`src/rtl/hdmi_text_controller.sv`:
```
// hdmi_text_controller: AXI4-Lite register file of 9 rectangles plus a control word,
// 640x480@60 VGA timing from a divide-by-4 of the bus clock, and a rectangle compositor.
// Ports: axi_* AXI4-Lite slave (single clock axi_aclk, sync active-high axi_areset);
//        vga_red/green/blue 4-bit colour, vga_hsync/vsync (active low), vga_vde, vga_pclk.
// Option: define AXI_READBACK_EN to return register contents on reads (otherwise rdata = 0).
module hdmi_text_controller #(
    parameter int C_AXI_DATA_WIDTH = 32,
    parameter int C_AXI_ADDR_WIDTH = 16,
    parameter int NUM_RECTS        = 9
) (
    input  logic                        axi_aclk,
    input  logic                        axi_areset,
    input  logic [C_AXI_ADDR_WIDTH-1:0] axi_awaddr,
    input  logic [2:0]                  axi_awprot,
    input  logic                        axi_awvalid,
    output logic                        axi_awready,
    input  logic [C_AXI_DATA_WIDTH-1:0] axi_wdata,
    input  logic [3:0]                  axi_wstrb,
    input  logic                        axi_wvalid,
    output logic                        axi_wready,
    output logic [1:0]                  axi_bresp,
    output logic                        axi_bvalid,
    input  logic                        axi_bready,
    input  logic [C_AXI_ADDR_WIDTH-1:0] axi_araddr,
    input  logic [2:0]                  axi_arprot,
    input  logic                        axi_arvalid,
    output logic                        axi_arready,
    output logic [C_AXI_DATA_WIDTH-1:0] axi_rdata,
    output logic [1:0]                  axi_rresp,
    output logic                        axi_rvalid,
    input  logic                        axi_rready,
    output logic [3:0]                  vga_red,
    output logic [3:0]                  vga_green,
    output logic [3:0]                  vga_blue,
    output logic                        vga_hsync,
    output logic                        vga_vsync,
    output logic                        vga_vde,
    output logic                        vga_pclk
);

    localparam int         NREGS    = 4 * NUM_RECTS + 1;
    localparam logic [5:0] CTRL_IDX = 6'(4 * NUM_RECTS);

    logic [31:0] r_regs [NREGS];
    logic        r_wr_rdy;
    logic        r_bvalid;
    logic        r_arready;
    logic        r_rvalid;
    logic [31:0] r_rdata;
    logic [1:0]  r_div;

    logic        clk_25MHz;
    logic        hsync;
    logic        vsync;
    logic        vde;
    logic [9:0]  drawX;
    logic [9:0]  drawY;
    logic [3:0]  red;
    logic [3:0]  green;
    logic [3:0]  blue;

    logic [5:0]  w_widx;
    logic [5:0]  w_ridx;
    logic        w_wr_fire;
    logic        w_rd_fire;
    logic [31:0] w_rd_val;
    logic        w_unused;

    assign w_widx    = axi_awaddr[7:2];
    assign w_ridx    = axi_araddr[7:2];
    assign w_wr_fire = r_wr_rdy && axi_awvalid && axi_wvalid;
    assign w_rd_fire = r_arready && axi_arvalid;

`ifdef AXI_READBACK_EN
    assign w_rd_val = (w_ridx <= CTRL_IDX) ? r_regs[w_ridx] : 32'd0;
    assign w_unused = ^{axi_awprot, axi_arprot,
                        axi_awaddr[C_AXI_ADDR_WIDTH-1:8], axi_awaddr[1:0],
                        axi_araddr[C_AXI_ADDR_WIDTH-1:8], axi_araddr[1:0]};
`else
    assign w_rd_val = 32'd0;
    assign w_unused = ^{axi_awprot, axi_arprot,
                        axi_awaddr[C_AXI_ADDR_WIDTH-1:8], axi_awaddr[1:0],
                        axi_araddr, w_ridx};
`endif

    // AXI slave: ready is registered, so the !ready term keeps it a one-cycle pulse
    always_ff @(posedge axi_aclk) begin
        if (axi_areset) begin
            r_wr_rdy  <= 1'b0;
            r_bvalid  <= 1'b0;
            r_arready <= 1'b0;
            r_rvalid  <= 1'b0;
            r_rdata   <= '0;
            for (int i = 0; i < NREGS; i++)
                r_regs[i] <= '0;
        end else begin
            r_wr_rdy <= axi_awvalid && axi_wvalid && !r_bvalid && !r_wr_rdy;
            if (w_wr_fire) begin
                r_bvalid <= 1'b1;
                if (w_widx <= CTRL_IDX)
                    for (int b = 0; b < 4; b++)
                        if (axi_wstrb[b])
                            r_regs[w_widx][8*b +: 8] <= axi_wdata[8*b +: 8];
            end else if (r_bvalid && axi_bready) begin
                r_bvalid <= 1'b0;
            end

            r_arready <= axi_arvalid && !r_rvalid && !r_arready;
            if (w_rd_fire) begin
                r_rvalid <= 1'b1;
                r_rdata  <= w_rd_val;
            end else if (r_rvalid && axi_rready) begin
                r_rvalid <= 1'b0;
            end
        end
    end

    // Pixel position steps once per four bus clocks, on the divider wrap
    always_ff @(posedge axi_aclk) begin
        if (axi_areset) begin
            r_div <= 2'd0;
            drawX <= 10'd0;
            drawY <= 10'd0;
        end else begin
            r_div <= r_div + 2'd1;
            if (r_div == 2'd3) begin
                if (drawX == 10'd799) begin
                    drawX <= 10'd0;
                    drawY <= (drawY == 10'd524) ? 10'd0 : drawY + 10'd1;
                end else begin
                    drawX <= drawX + 10'd1;
                end
            end
        end
    end

    assign clk_25MHz = r_div[1];
    assign hsync     = !((drawX >= 10'd656) && (drawX <= 10'd751));
    assign vsync     = !((drawY >= 10'd490) && (drawY <= 10'd491));
    assign vde       = (drawX < 10'd640) && (drawY < 10'd480);

    // Walk from the highest index down so the lowest matching rectangle wins
    always_comb begin
        red   = 4'd0;
        green = 4'd0;
        blue  = 4'd0;
        if (vde && r_regs[CTRL_IDX][16]) begin
            {red, green, blue} = r_regs[CTRL_IDX][11:0];
            for (int k = NUM_RECTS - 1; k >= 0; k--) begin
                if (r_regs[4*k+2][24] &&
                    drawX >= r_regs[4*k][9:0]   && drawX < r_regs[4*k+1][9:0] &&
                    drawY >= r_regs[4*k][25:16] && drawY < r_regs[4*k+1][25:16]) begin
                    red   = r_regs[4*k+2][23:20];
                    green = r_regs[4*k+2][15:12];
                    blue  = r_regs[4*k+2][7:4];
                end
            end
        end
    end

    assign axi_awready = r_wr_rdy;
    assign axi_wready  = r_wr_rdy;
    assign axi_bvalid  = r_bvalid;
    assign axi_bresp   = 2'b00;
    assign axi_arready = r_arready;
    assign axi_rvalid  = r_rvalid;
    assign axi_rdata   = r_rdata;
    assign axi_rresp   = 2'b00;

    assign vga_red   = red;
    assign vga_green = green;
    assign vga_blue  = blue;
    assign vga_hsync = hsync;
    assign vga_vsync = vsync;
    assign vga_vde   = vde;
    assign vga_pclk  = clk_25MHz;

endmodule

```
`config.mk`:
```
export PLATFORM = sky130hd
export DESIGN_NAME = hdmi_text_controller
export DESIGN_NICKNAME = d
export VERILOG_FILES = /design/src/rtl/hdmi_text_controller.sv
export SDC_FILE = /design/constraint.sdc
export NUM_CORES = 1
export LEC_CHECK = 0
export ABC_AREA = 1
export BUFFER_PORTS_ARGS = -buffer_cell sky130_fd_sc_hd__buf_2
export CAP_MARGIN = 25
export CORE_MARGIN = 2
export CORE_UTILIZATION = 35
export CTS_CLUSTER_SIZE = 14
export DETAILED_ROUTE_END_ITERATION = 10
export PLACE_DENSITY = 0.58
export RECOVER_POWER = 25
export SLEW_MARGIN = 15
export SYNTH_ARGS = -nofsm -noshare
export SYNTH_HDL_FRONTEND = slang
export SYNTH_SLANG_ARGS = --single-unit
```
`constraint.sdc`:
```
create_clock -name axi_aclk -period 7.52 [get_ports axi_aclk]
set_input_delay 0.752 -clock axi_aclk [delete_from_list [all_inputs] [get_ports axi_aclk]]
set_output_delay 0.752 -clock axi_aclk [all_outputs]
set_load 0.005 [all_outputs]
```
After elaboration in Yosys (flattened, before gate mapping):

Memories as Yosys holds them, arrays and structs flattened.
Index checks and enable logic that the tools add are counted.

* add/sub/neg operators: 3
* $lt $le $gt $ge: 43
* equality and inequality tests: 3
* multiplexer cells: 61
* reductions and logical operators: 60

Operators with widths (number)
* $ge A10 B10 Y1: 18
* $lt A10 B10 Y1: 18
* $mux W4: 31
* $logic_and A1 B1 Y1: 50
* $mux W32: 1
* $reduce_or A32 Y1: 1
* $mux W1: 26
* $add A10 B1 Y10 const B: 2
* $eq A10 B10 Y1 const B: 2
* $mux W10: 2
* $ge A10 B10 Y1 const B: 1
* $ge A10 B9 Y1 const B: 1
* $le A10 B10 Y1 const B: 1
* $le A10 B9 Y1 const B: 1
* $lt A10 B10 Y1 const B: 1
* $lt A10 B9 Y1 const B: 1
* $le A6 B6 Y1 const B: 1
* $logic_not A1 Y1: 6
* $mux W6: 1
* $reduce_bool A2 Y1: 2
* $add A2 B1 Y2 const B: 1
* $eq A2 B2 Y1 const B: 1
* $reduce_and A2 Y1: 1

* register bits after elaboration: 26
* RAM bits: 1184
* input port bits: 81
* output and inout port bits: 57
* word-level logic and storage cells: 178
* memories: 1

Memories
* r_regs: depth 37, bits a word 32, rd ports 28, clocked after memory_dff 0, wr ports 37, line 44 `logic [31:0] r_regs [NREGS];`

Longest topological paths before layout:

An unclocked memory read counts as a cell.

* word-level depth: 16
* depth in mapped cells: 22
* depth with buffers taken out: 21

Least setup slack after synthesis:

No wires, ideal clock.

* path kind: reg-to-output
* start: reg drawY[5]
* end: out vga_blue[2]
* arrival: 2467 ps
* required time: 6768 ps
* slack: 4301 ps
* cell stages (with the launch flop): 18
* buffers on the path: 1
* cell sequence: dfxtp_1 > ha_1 > a21oi_1 > o21ai_0 > nand2_1 > nand2_1 > nor2_1 > nand4_1 > buf_2 > nand2_1 > nand2_1 > nand2_1 > nand3_1 > nand3_1 > nand3_1 > nand3_1 > nand3_1 > a21oi_1

* word-level cells in the longest chain between the ends: 13
* elaborated cells on any way between the ends: 49
* those cells by class: 19 x order compare; 10 x mux; 20 x reduce/logical

RTL lines
* start: declaration: line 57 `logic [9:0] drawY;`
* start signal: assignment: line 129 `drawY <= (drawY == 10'd524) ? 10'd0 : drawY + 10'd1;`
* $ge A10 B10 Y1: line 152 `drawY >= r_regs[4*k][25:16] && drawY < r_regs[4*k+1][25:16]) begin`
* $logic_and A1 B1 Y1: line 151 `drawX >= r_regs[4*k][9:0] && drawX < r_regs[4*k+1][9:0] &&`
* $logic_and A1 B1 Y1: line 152
* $mux W4 (9 in a row): line 150 `if (r_regs[4*k+2][24] &&`
* $mux W4 (*): line 147 `if (vde && r_regs[CTRL_IDX][16]) begin`
* end: declaration: line 34 `output logic [3:0] vga_blue,`

Every way passes the cells marked *; elsewhere a longest branch is shown, timed or not.

Final worst setup path:

* start: reg drawX[1]
* end: out vga_red[2]

* word-level cells in the longest chain between the ends: 15
* elaborated cells on any way between the ends: 67
* those cells by class: 19 x order compare; 10 x mux; 38 x reduce/logical

RTL lines
* start: declaration: line 56 `logic [9:0] drawX;`
* start signal: assignment: line 131 `drawX <= drawX + 10'd1;`
* $ge A10 B10 Y1: line 151
* $logic_and A1 B1 Y1: line 150
* $logic_and A1 B1 Y1 (2 in a row): line 151
* $logic_and A1 B1 Y1: line 152
* $mux W4 (9 in a row): line 150
* $mux W4 (*): line 147
* end: declaration: line 32 `output logic [3:0] vga_red,`

Marked as above.

==> out/metrics.csv <==
metric,value,unit
clock_path_buffers,3,
gp_congestion,0.802,
vias,21771,
start_kind,flip-flop,
synthesis.area,29800,um2
instances_no_fill,4532,
finalPower,6400,uW
ys_seq_area_frac,0.511,
gr-total-overflow,0,
netlist_instances,3248,
worstHoldPathType,input port to flip-flop,
r2r_slack,3.07,ns
die_h,296,um
start_util,0.352,
clk_latency,0.65,ns
power_density,192,nW/um2
ys_types,47,
firstDrtPassIters,6,
critPathKind,flip-flop to output pin,
viasPerCell,4.80,
io_pins,138,
drc,0,
crit_top_cell,nand2_1,
hold_violations,0,
vdd_drop_max,0.183,mV
final_common_cell,nor2_1,
wirelength,77.9,mm
syn_to_final_growth,11.6,%
synth_edf_count,490,
slew_headroom,-0.385,
min_period,6.34,ns
synth-async-reset-ratio,0,
die_w,296,um
cts_max_level,2,
rr_endpoint,r_regs[36][3],
worstPathMaxFanout,21,
ys.flop_type,edfxtp_1,
synth.avg_cell_area,9.18,um2
cp-startpoint,drawX[1],
grt_usage,0.180,
cts_resized,0,
cp_slowest_stage_delay,1.34,ns
port_buffers,63,
violations,"capacitance limit, slew limit",
fin_tns_setup,0,ns
path_buf_inv,3,
antenna_found_initial,7,
finalCritPeriodShare,0.843,
grt_pass1_wl,118,mm
die_area,87600,um2
reg2reg_depth,5,
holdBufCountCts,0,
wl_per_cell,17.2,um
grt_pass1_vias,20629,
finClkSkew,0.0180,ns
drt-initial-drc-count,1758,
cp_data_arrival_time,5.59,ns
slowest_stage,clkbuf_1,
rsz0062_at_grt,no,
crit_cells,13,
numCtsBuffers,59,
drive_gt1_frac,0.0573,
required,6.77,ns
rows,107,
final.setup.worst_slack,1.18,ns
crit_chain,"clkbuf_1, ha_1, nand4_1, o41ai_1, nand2_1, nor3_1, nand2_1, inv_1, nand2_1, nand3_1, nand3_1, a21oi_1, buf_2",
n_fill_cell,8362,
yosysWarnings,0,
cts_tree,done,
coreArea,84700,um2
setup_viol,0,
cts_sinks,516,
max-cap-violations,4,
nNetsFinal,3768,
clkTransAtPathRegs,0.06,ns
postCtsSetupBuffers,0,
outcome,"finished, violations left",
cp-end-kind,output pin,
slew_violations,108,
post-place-cells,4421,
hold_ws,0.316,ns
hpwl,51.7,mm
grt_max_degree,54,
root_buffer,clkbuf_16,
p_leak,0.0151,uW
ys_seq_elements,516,
tightest_slew,2.08,ns
crit_family,buffers and inverters,
rr_startpoint,axi_awready,
endpoint,vga_red[2],
ant_nets,0,
mostFrequentLayoutCells,"nor2_1 (657), nand2_1 (576), edfxtp_1 (490)",
pre_cts_ws,2.53,ns
fmax,158,MHz
-- final cells by class --
class	count	area (um2)	area share
Inverter	504	1890	0.0569
Tap cell	1144	1430	0.0430
Clock inverter	35	275	0.00827
Timing Repair Buffer	106	697	0.0209
Antenna cell	2	5.00	0.000150
Sequential cell	516	15200	0.458
Clock buffer	73	1530	0.0459
Multi-Input combinational cell	2152	12200	0.367
-- worst register-to-register path, cell delays in order (launching register included) --
cell and delay (ns):
dfxtp_1 0.37, nand4_1 0.60, nor3b_1 0.40, clkbuf_1 1.52, nand2_1 0.67, nand2_1 0.55
-- power by group --
| part | total, uW | switching [uW] | leakage, uW | internal [uW] |
|---|---|---|---|---|
| clock | 2770 | 1200 | 0.000879 | 1570 |
| sequential | 3260 | 26.2 | 0.00517 | 3240 |
| combinational | 373 | 276 | 0.00905 | 97.3 |
-- per-stage QoR --
| step | area (um2) | utilization |
|---|---|---|
| after floorplan | 30000 | - |
| after global placement | 31400 | 0.371 |
| after detailed placement | 31500 | 0.372 |
| after CTS | 33300 | 0.393 |
| after global routing | 33300 | 0.393 |
| final | 33300 | 0.393 |
-- layer usage --
metal	GRT usage	vias up	wire [um]
met5	0	-	47
met2	0.294	511	35300
met1	0.243	10264	35400
li1	-	10864	-
met4	0.0597	8	2310
met3	0.0289	124	4850
-- synthesized netlist by cell type (14+ instances only) --
cell	n	share of area
inv_1	478	0.060
nand2_1	576	0.072
nand4_1	30	0.0063
o21a_1	15	0.0038
clkbuf_1	54	0.0068
edfxtp_1	490	0.49
o2111ai_1	14	0.0041
buf_4	39	0.0098
dfxtp_1	26	0.017
nor3_1	24	0.0040
buf_2	14	0.0023
nor2_1	657	0.083
nand3_1	86	0.014
a21oi_1	164	0.028
clkinv_1	20	0.0025
o211ai_1	27	0.0068
nand3b_1	14	0.0035
o21ai_0	85	0.014
ha_1	348	0.15
-- cells by family (layout without fill, tap and decap cells) --
family / after synthesis / in the layout / share of synthesized area
AND/OR/NAND/NOR: 1433 / 1433 / 0.194
buffers and inverters: 615 / 718 / 0.0839
XOR/XNOR: 2 / 2 / 0.000587
adder cells (fa/ha/maj): 348 / 348 / 0.146
AO/OA/AOI/OAI: 333 / 333 / 0.0641
flip-flops: 516 / 516 / 0.511
other: 1 / 38 / 0.000126
-- registers in the layout, indices dropped and copies added, names as in the netlist --
| name | cells |
|---|---|
| drawX | 10 |
| axi_arready | 1 |
| axi_bvalid | 1 |
| axi_rvalid | 1 |
| axi_awready | 1 |
| drawY | 10 |
| r_regs | 490 |
| r_div | 2 |
-- how the worst min path moves through the flow --
stage                             to  cells after the start        from
after floorplan             r_div[0]                      1    r_div[0]
after global placement      r_div[0]                      1    r_div[0]
after detailed placement    r_div[0]                      1    r_div[0]
after CTS                 axi_bvalid                      2  axi_bready
after global routing      axi_bvalid                      2  axi_bready
final                     axi_bvalid                      2  axi_bready
No activity file was read; power rests on OpenSTA's default activity.
